==> config.mk <==
export PLATFORM = sky130hd
export DESIGN_NAME = btn_conditioner_flat
export DESIGN_NICKNAME = d
export VERILOG_FILES = /design/src/rtl/btn_conditioner_if.sv /design/src/rtl/btn_conditioner.sv /design/src/flat_wrapper.sv
export SDC_FILE = /design/constraint.sdc
export NUM_CORES = 1
export LEC_CHECK = 0
export BUFFER_PORTS_ARGS = -buffer_cell sky130_fd_sc_hd__buf_2
export CAP_MARGIN = 20
export CORE_ASPECT_RATIO = 1.4
export CORE_MARGIN = 1.5
export CORE_UTILIZATION = 55
export DETAILED_ROUTE_END_ITERATION = 6
export PLACE_DENSITY = 0.72
export SLEW_MARGIN = 20
export SYNTH_ARGS = -nofsm -noshare
export SYNTH_HDL_FRONTEND = slang
export SYNTH_SLANG_ARGS = --single-unit
export TNS_END_PERCENT = 100
==> constraint.sdc <==
create_clock -name clk -period 2.8 [get_ports clk]
set_clock_uncertainty 0.05 [all_clocks]
set_input_delay 0.84 -clock clk [delete_from_list [all_inputs] [get_ports clk]]
set_output_delay 0.84 -clock clk [all_outputs]
set_load 0.05 [all_outputs]
==> src/rtl/btn_conditioner_if.sv <==
// btn_conditioner_if: raw button pins in, conditioned button events out.
// The master drives the raw pins; the slave (the conditioner) drives the events.
interface btn_conditioner_if #(
    parameter int NUM_BTN = 2
);
    logic [NUM_BTN-1:0] btn_in;
    logic [NUM_BTN-1:0] btn_level;
    logic [NUM_BTN-1:0] btn_rise;
    logic [NUM_BTN-1:0] btn_fall;
    logic [NUM_BTN-1:0] btn_toggle;
    logic [NUM_BTN-1:0] btn_long;

    modport master (
        output btn_in,
        input  btn_level,
        input  btn_rise,
        input  btn_fall,
        input  btn_toggle,
        input  btn_long
    );

    modport slave (
        input  btn_in,
        output btn_level,
        output btn_rise,
        output btn_fall,
        output btn_toggle,
        output btn_long
    );
endinterface

==> src/rtl/btn_conditioner.sv <==
// btn_conditioner: per-button 2-flop synchroniser, debounce FSM, edge pulses, toggle.
// Optional long-press pulse is compiled in with `define BTN_LONGPRESS_EN.
module btn_conditioner #(
    parameter int NUM_BTN         = 2,
    parameter int DEBOUNCE_CYCLES = 1000000,
    parameter int CNT_W           = 20,
    parameter int LONG_CYCLES     = 100000000,
    parameter int LONG_W          = 27
) (
    input  logic                clk,
    input  logic                reset,
    btn_conditioner_if.slave    bus
);

    typedef enum logic [1:0] {
        STABLE_LO = 2'd0,
        CHK_HI    = 2'd1,
        STABLE_HI = 2'd2,
        CHK_LO    = 2'd3
    } state_t;

    localparam logic [CNT_W-1:0]  LP_DEB_LAST  = CNT_W'(DEBOUNCE_CYCLES - 1);

    // Reject parameter sets the counters cannot represent.
    if (DEBOUNCE_CYCLES < 2) begin : g_bad_deb
        $error("btn_conditioner: DEBOUNCE_CYCLES must be >= 2");
    end
    if ((64'd1 << CNT_W) < 64'(DEBOUNCE_CYCLES)) begin : g_bad_cnt_w
        $error("btn_conditioner: CNT_W too narrow for DEBOUNCE_CYCLES");
    end
    if ((64'd1 << LONG_W) < 64'(LONG_CYCLES)) begin : g_bad_long_w
        $error("btn_conditioner: LONG_W too narrow for LONG_CYCLES");
    end

    logic [NUM_BTN-1:0] w_level;
    logic [NUM_BTN-1:0] w_rise;
    logic [NUM_BTN-1:0] w_fall;
    logic [NUM_BTN-1:0] w_toggle;
    logic [NUM_BTN-1:0] w_long;

    for (genvar g = 0; g < NUM_BTN; g++) begin : g_ch

        logic             r_sync1;
        logic             r_sync2;
        state_t           r_state;
        logic [CNT_W-1:0] r_cnt;
        logic             r_level;
        logic             r_rise;
        logic             r_fall;
        logic             r_toggle;

        // Bring the asynchronous pin into the clk domain.
        always_ff @(posedge clk or negedge reset) begin
            if (!reset) begin
                r_sync1 <= 1'b0;
                r_sync2 <= 1'b0;
            end else begin
                r_sync1 <= bus.btn_in[g];
                r_sync2 <= r_sync1;
            end
        end

        // Debounce FSM; a level is accepted only after DEBOUNCE_CYCLES steady samples.
        always_ff @(posedge clk or negedge reset) begin
            if (!reset) begin
                r_state  <= STABLE_LO;
                r_cnt    <= '0;
                r_level  <= 1'b0;
                r_rise   <= 1'b0;
                r_fall   <= 1'b0;
                r_toggle <= 1'b0;
            end else begin
                r_rise <= 1'b0;
                r_fall <= 1'b0;
                unique case (r_state)
                    STABLE_LO: begin
                        if (r_sync2) begin
                            r_state <= CHK_HI;
                            r_cnt   <= '0;
                        end
                    end
                    CHK_HI: begin
                        if (!r_sync2) begin
                            r_state <= STABLE_LO;
                        end else if (r_cnt == LP_DEB_LAST) begin
                            r_state  <= STABLE_HI;
                            r_level  <= 1'b1;
                            r_rise   <= 1'b1;
                            r_toggle <= ~r_toggle;
                        end else begin
                            r_cnt <= r_cnt + 1'b1;
                        end
                    end
                    STABLE_HI: begin
                        if (!r_sync2) begin
                            r_state <= CHK_LO;
                            r_cnt   <= '0;
                        end
                    end
                    CHK_LO: begin
                        if (r_sync2) begin
                            r_state <= STABLE_HI;
                        end else if (r_cnt == LP_DEB_LAST) begin
                            r_state <= STABLE_LO;
                            r_level <= 1'b0;
                            r_fall  <= 1'b1;
                        end else begin
                            r_cnt <= r_cnt + 1'b1;
                        end
                    end
                    default: begin
                        r_state <= STABLE_LO;
                        r_cnt   <= '0;
                    end
                endcase
            end
        end

        assign w_level[g]  = r_level;
        assign w_rise[g]   = r_rise;
        assign w_fall[g]   = r_fall;
        assign w_toggle[g] = r_toggle;

`ifdef BTN_LONGPRESS_EN
        localparam logic [LONG_W-1:0] LP_LONG_LAST = LONG_W'(LONG_CYCLES - 1);

        logic [LONG_W-1:0] r_lcnt;
        logic              r_ldone;
        logic              r_long;

        // Count hold time in STABLE_HI; fire once per stay, then saturate.
        always_ff @(posedge clk or negedge reset) begin
            if (!reset) begin
                r_lcnt  <= '0;
                r_ldone <= 1'b0;
                r_long  <= 1'b0;
            end else begin
                r_long <= 1'b0;
                if (r_state == STABLE_HI) begin
                    if (r_lcnt == LP_LONG_LAST) begin
                        if (!r_ldone) begin
                            r_long  <= 1'b1;
                            r_ldone <= 1'b1;
                        end
                    end else begin
                        r_lcnt <= r_lcnt + 1'b1;
                    end
                end else begin
                    r_lcnt  <= '0;
                    r_ldone <= 1'b0;
                end
            end
        end

        assign w_long[g] = r_long;
`else
        assign w_long[g] = 1'b0;
`endif
    end

    assign bus.btn_level  = w_level;
    assign bus.btn_rise   = w_rise;
    assign bus.btn_fall   = w_fall;
    assign bus.btn_toggle = w_toggle;
    assign bus.btn_long   = w_long;

endmodule

==> src/flat_wrapper.sv <==
// flat-port wrapper written by rule: the top's interface ports become plain ports
module btn_conditioner_flat 
#(
    parameter int NUM_BTN         = 2,
    parameter int DEBOUNCE_CYCLES = 1000000,
    parameter int CNT_W           = 20,
    parameter int LONG_CYCLES     = 100000000,
    parameter int LONG_W          = 27
)
  (clk, reset, bus_btn_in, bus_btn_level, bus_btn_rise, bus_btn_fall, bus_btn_toggle, bus_btn_long);
  btn_conditioner_if #(.NUM_BTN(NUM_BTN)) bus_i ();
  input  logic clk;
  input  logic reset;
  input wire logic [$bits(bus_i.btn_in)-1:0] bus_btn_in;
  output wire logic [$bits(bus_i.btn_level)-1:0] bus_btn_level;
  output wire logic [$bits(bus_i.btn_rise)-1:0] bus_btn_rise;
  output wire logic [$bits(bus_i.btn_fall)-1:0] bus_btn_fall;
  output wire logic [$bits(bus_i.btn_toggle)-1:0] bus_btn_toggle;
  output wire logic [$bits(bus_i.btn_long)-1:0] bus_btn_long;
  assign bus_i.btn_in = bus_btn_in;
  assign bus_btn_level = bus_i.btn_level;
  assign bus_btn_rise = bus_i.btn_rise;
  assign bus_btn_fall = bus_i.btn_fall;
  assign bus_btn_toggle = bus_i.btn_toggle;
  assign bus_btn_long = bus_i.btn_long;
  btn_conditioner #(.NUM_BTN(NUM_BTN), .DEBOUNCE_CYCLES(DEBOUNCE_CYCLES), .CNT_W(CNT_W), .LONG_CYCLES(LONG_CYCLES), .LONG_W(LONG_W)) u_core (.clk(clk), .reset(reset), .bus(bus_i));
endmodule
==> impl_metrics.csv <==
group,metric,value,unit
run_status,status,"complete, no violations",
floorplanning,num_rows,32,
cells_and_area,antenna_cells,0,
floorplanning,ios,14,
yosys,netlist_area,3080,sq um
yosys,yosysTopAreaCell,"dfrtp_1",
worst_hold_path,holdPathStages,0,
global_routing,track_usage,21.6,%
global_routing,grt-ovfl-total,0,
clock_tree,clock_latency,310,ps
floorplanning,start_util,56.5,%
worst_setup_path,crit_type,"reg -> reg",
yosys,seq_area_frac_synth,45.5,%
sta,fin_setup_tns,0,ps
detailed_routing,drc,0,
placed_design,dpl-instance-area,3120,sq um
floorplanning,die_h,91.5,microns
clock_tree,h-tree-depth,2,
worst_setup_path,worstPathArrival,2730,ps
yosys,yosysTopAreaCellShare,45.5,%
sta,max_freq,389,MHz
power,p_leak,1.42,nW
worst_setup_path,cp_slowest_cell,"or4_1",
worst_setup_path,cp.required,2950,ps
floorplanning,die-area,6060,sq um
clock_tree,clk_pin_slew,100,ps
cells_and_area,final_core_util,58.9,%
detailed_routing,drt-wirelength-per-cell,15.2,microns
worst_setup_path,r2r_cells,6,
global_routing,grt_max_degree,57,
clock_tree,cts_buffers,5,
worst_setup_path,startpoint_type,"flop",
power,combinationalPowerShare,7.5,%
detailed_routing,dr.pass1.iters,4,
global_routing,antenna_found_initial,0,
detailed_routing,viasPerCell,6.00,
worst_setup_path,crit_buf_inv,1,
worst_setup_path,worstSetupPathDepth,6,
worst_hold_path,hold_path.class,"reg -> reg",
cells_and_area,nNetsFinal,334,
worst_setup_path,critPathTopFamily,"simple AND/OR/NAND/NOR gates",
clock_tree,cts-root-buf,"clkbuf_8",
floorplanning,core,5450,sq um
sta,rsz0062_at_grt,"false",
power,power_frac_seq,62.2,%
detailed_routing,vias,2376,
sta,period_share,91.9,%
worst_setup_path,slowest_delay,550,ps
detailed_routing,drtIter0Drc,115,
yosys,syn_avg_cell_area,9.47,sq um
placed_design,place.gp.congestion,0.833,
yosys,synth_edf_count,0,
global_routing,grt_first_pass_wirelength,10300,microns
flow_run,max_cap_viol_count,0,
detailed_routing,drt-total-wl,6020,microns
sta,worstMarginPinSlew,765,ps
sta,timing.final.hold_violations,0,
sta,holdWs,307,ps
detailed_routing,ant_nets,0,
cells_and_area,area_growth,4.15,%
power,p_sw_share,25.8,%
placed_design,io_buffers,11,
worst_setup_path,endpoint_kind,"flop",
sta,period_needed,2570,ps
sta,finalSetupViolCount,0,
clock_tree,post_cts_buffers,0,
clock_tree,hold_buffers,0,
placed_design,dp_hpwl,4180,microns
clock_tree,ctsResizeCount,0,
yosys,async_flop_share,100,%
clock_tree,cts_tree,"yes",
yosys,ys_ff_latch,56,
global_routing,grt_pass1_vias,2268,
cells_and_area,stdcell_area,3210,sq um
clock_tree,cts.sinks,56,
yosys,synth.distinct_cells,53,
sta,slew_viol_final,0,
power,power.density,436,nW/um^2
power,p_clk_share,30.3,%
power,switching_power,0.000361,W
clock_tree,cts.path.max_buffers,2,
floorplanning,die_width,66.2,microns
cells_and_area,drive_gt1_share,16.8,%
power,ir_worst_vdd,0.000262,V
yosys,yosys-top-cells-area,"dfrtp_1 (46%), nand2_1 (4.8%), nand3_1 (4.2%)",
sta,timing.slew.headroom,48.8,%
worst_setup_path,crit_fanout,16,
yosys,synthFlopType,"dfrtp_1",
power,p_int,0.00104,W
worst_setup_path,cp_cell_sequence,"or4_1, or4_4, o31ai_4, buf_4, or4_2, nand3_2",
yosys,netlist_instances,325,
yosys,yosysWarnings,0,
power,power,0.00140,W
## per-stage QoR
step / worst slack, ps / cells
after floorplan: 491 / 326
after global placement: 296 / 389
after detailed placement: 229 / 389
after CTS: 227 / 396
after global routing: 94.6 / 396
final: 227 / 396
## logic make-up after synthesis
| family | after synthesis | synth area share (%) |
|---|---|---|
| flops | 56 | 45.5 |
| other cells | 1 | 0.122 |
| fa+ha+maj | 2 | 0.813 |
| simple gates | 162 | 29.5 |
| xor+xnor | 13 | 3.70 |
| mux | 6 | 1.99 |
| compound gates | 54 | 12.4 |
| buf+inv | 31 | 5.98 |
## Yosys cell counts (4+ instances only)
cell	count
xor2_1	4
nand3_2	6
nand4_1	14
or4_1	4
nor3_1	9
a22o_1	6
nand3_1	26
nor4_1	7
dfrtp_1	56
nand2_1	39
xnor2_1	9
or3_1	7
buf_4	11
o21ai_0	16
inv_1	7
o21ai_2	6
or4_2	6
clkbuf_1	7
a21oi_1	8
mux2i_1	5
nor2_1	21
## cell usage in the layout (no fill, tap or decap), types with 2 or more instances in the layout
cell type / n
nand3_2: 6
or3_1: 7
nor3b_1: 2
nor4_1: 7
ha_1: 2
buf_4: 8
or4_1: 4
o41ai_1: 2
a22o_1: 6
nand4_1: 14
nand3_1: 26
conb_1: 2
buf_2: 11
or4_2: 6
a21oi_1: 8
o21ai_2: 6
xnor2_1: 9
mux2i_1: 5
o21ai_0: 16
and3_1: 3
and2_1: 3
nand2b_1: 3
and4_1: 3
nor2_1: 21
a31oi_1: 3
inv_1: 7
nor3_1: 9
xor2_1: 4
dfrtp_1: 56
a21o_1: 3
clkbuf_8: 5
nand2_1: 39
## worst register-to-register path, cell delays in order, from the launching register on
cell	delay [ps]
dfrtp_1	460
or4_1	550
or4_4	520
o31ai_4	390
buf_4	280
or4_2	160
nand3_2	70
## sequential cells by signal (all words and copies together) (netlist names), named ones only
| signal | count |
|---|---|
| u_core.g_ch.r_cnt | 40 |
| u_core.g_ch.r_sync1 | 2 |
| u_core.g_ch.r_level | 2 |
| u_core.g_ch.r_state | 2 |
| u_core.g_ch.r_sync2 | 2 |
| u_core.g_ch.r_toggle | 2 |
| u_core.g_ch.r_fall | 2 |
| u_core.g_ch.r_rise | 2 |
## worst paths after layout
check                                               from                       end  slack (ps)
worst min-delay path              u_core.g_ch[1].r_sync1    u_core.g_ch[1].r_sync2         310
worst max register to register  u_core.g_ch[0].r_cnt[10]  u_core.g_ch[0].r_cnt[19]         230
max in group asynchronous                          reset                 async pin        1620
worst min register to register    u_core.g_ch[1].r_sync1    u_core.g_ch[1].r_sync2         310
min in group asynchronous                          reset     u_core.g_ch[1].r_rise         610
worst max-delay path            u_core.g_ch[0].r_cnt[10]  u_core.g_ch[0].r_cnt[19]         230
## power groups by stage
stage | Sequential (W) | Clock, W | Combinational, W
6_report | 0.000870 | 0.000424 | 0.000105
3_3_place_gp | 0.000885 | 0 | 0.000105
2_1_floorplan | 0.000868 | 0 | 0.0000863
4_1_cts | 0.000870 | 0.000439 | 0.000107
3_5_place_dp | 0.000886 | 0 | 0.000107
5_1_grt | 0.000875 | 0.000475 | 0.000119
## cell type report
| class | count | area (sq um) |
|---|---|---|
| multi-input cells | 239 | 1500 |
| inverters | 7 | 26.3 |
| clock buffers | 5 | 68.8 |
| well taps | 68 | 85.1 |
| fillers | 501 | 2240 |
| repair buffers | 19 | 115 |
| clock inverters | 2 | 12.5 |
| flip-flops and latches | 56 | 1400 |
## per-layer routing
layer  vias up  routed length, microns  track usage [%]
met1      1152                    2590             25.7
li1       1173                       -                -
met5         -                       0                0
met3        13                     145             3.59
met4         0                     178             10.4
met2        38                    3110             36.9
No activity file was read; power rests on OpenSTA's default activity.
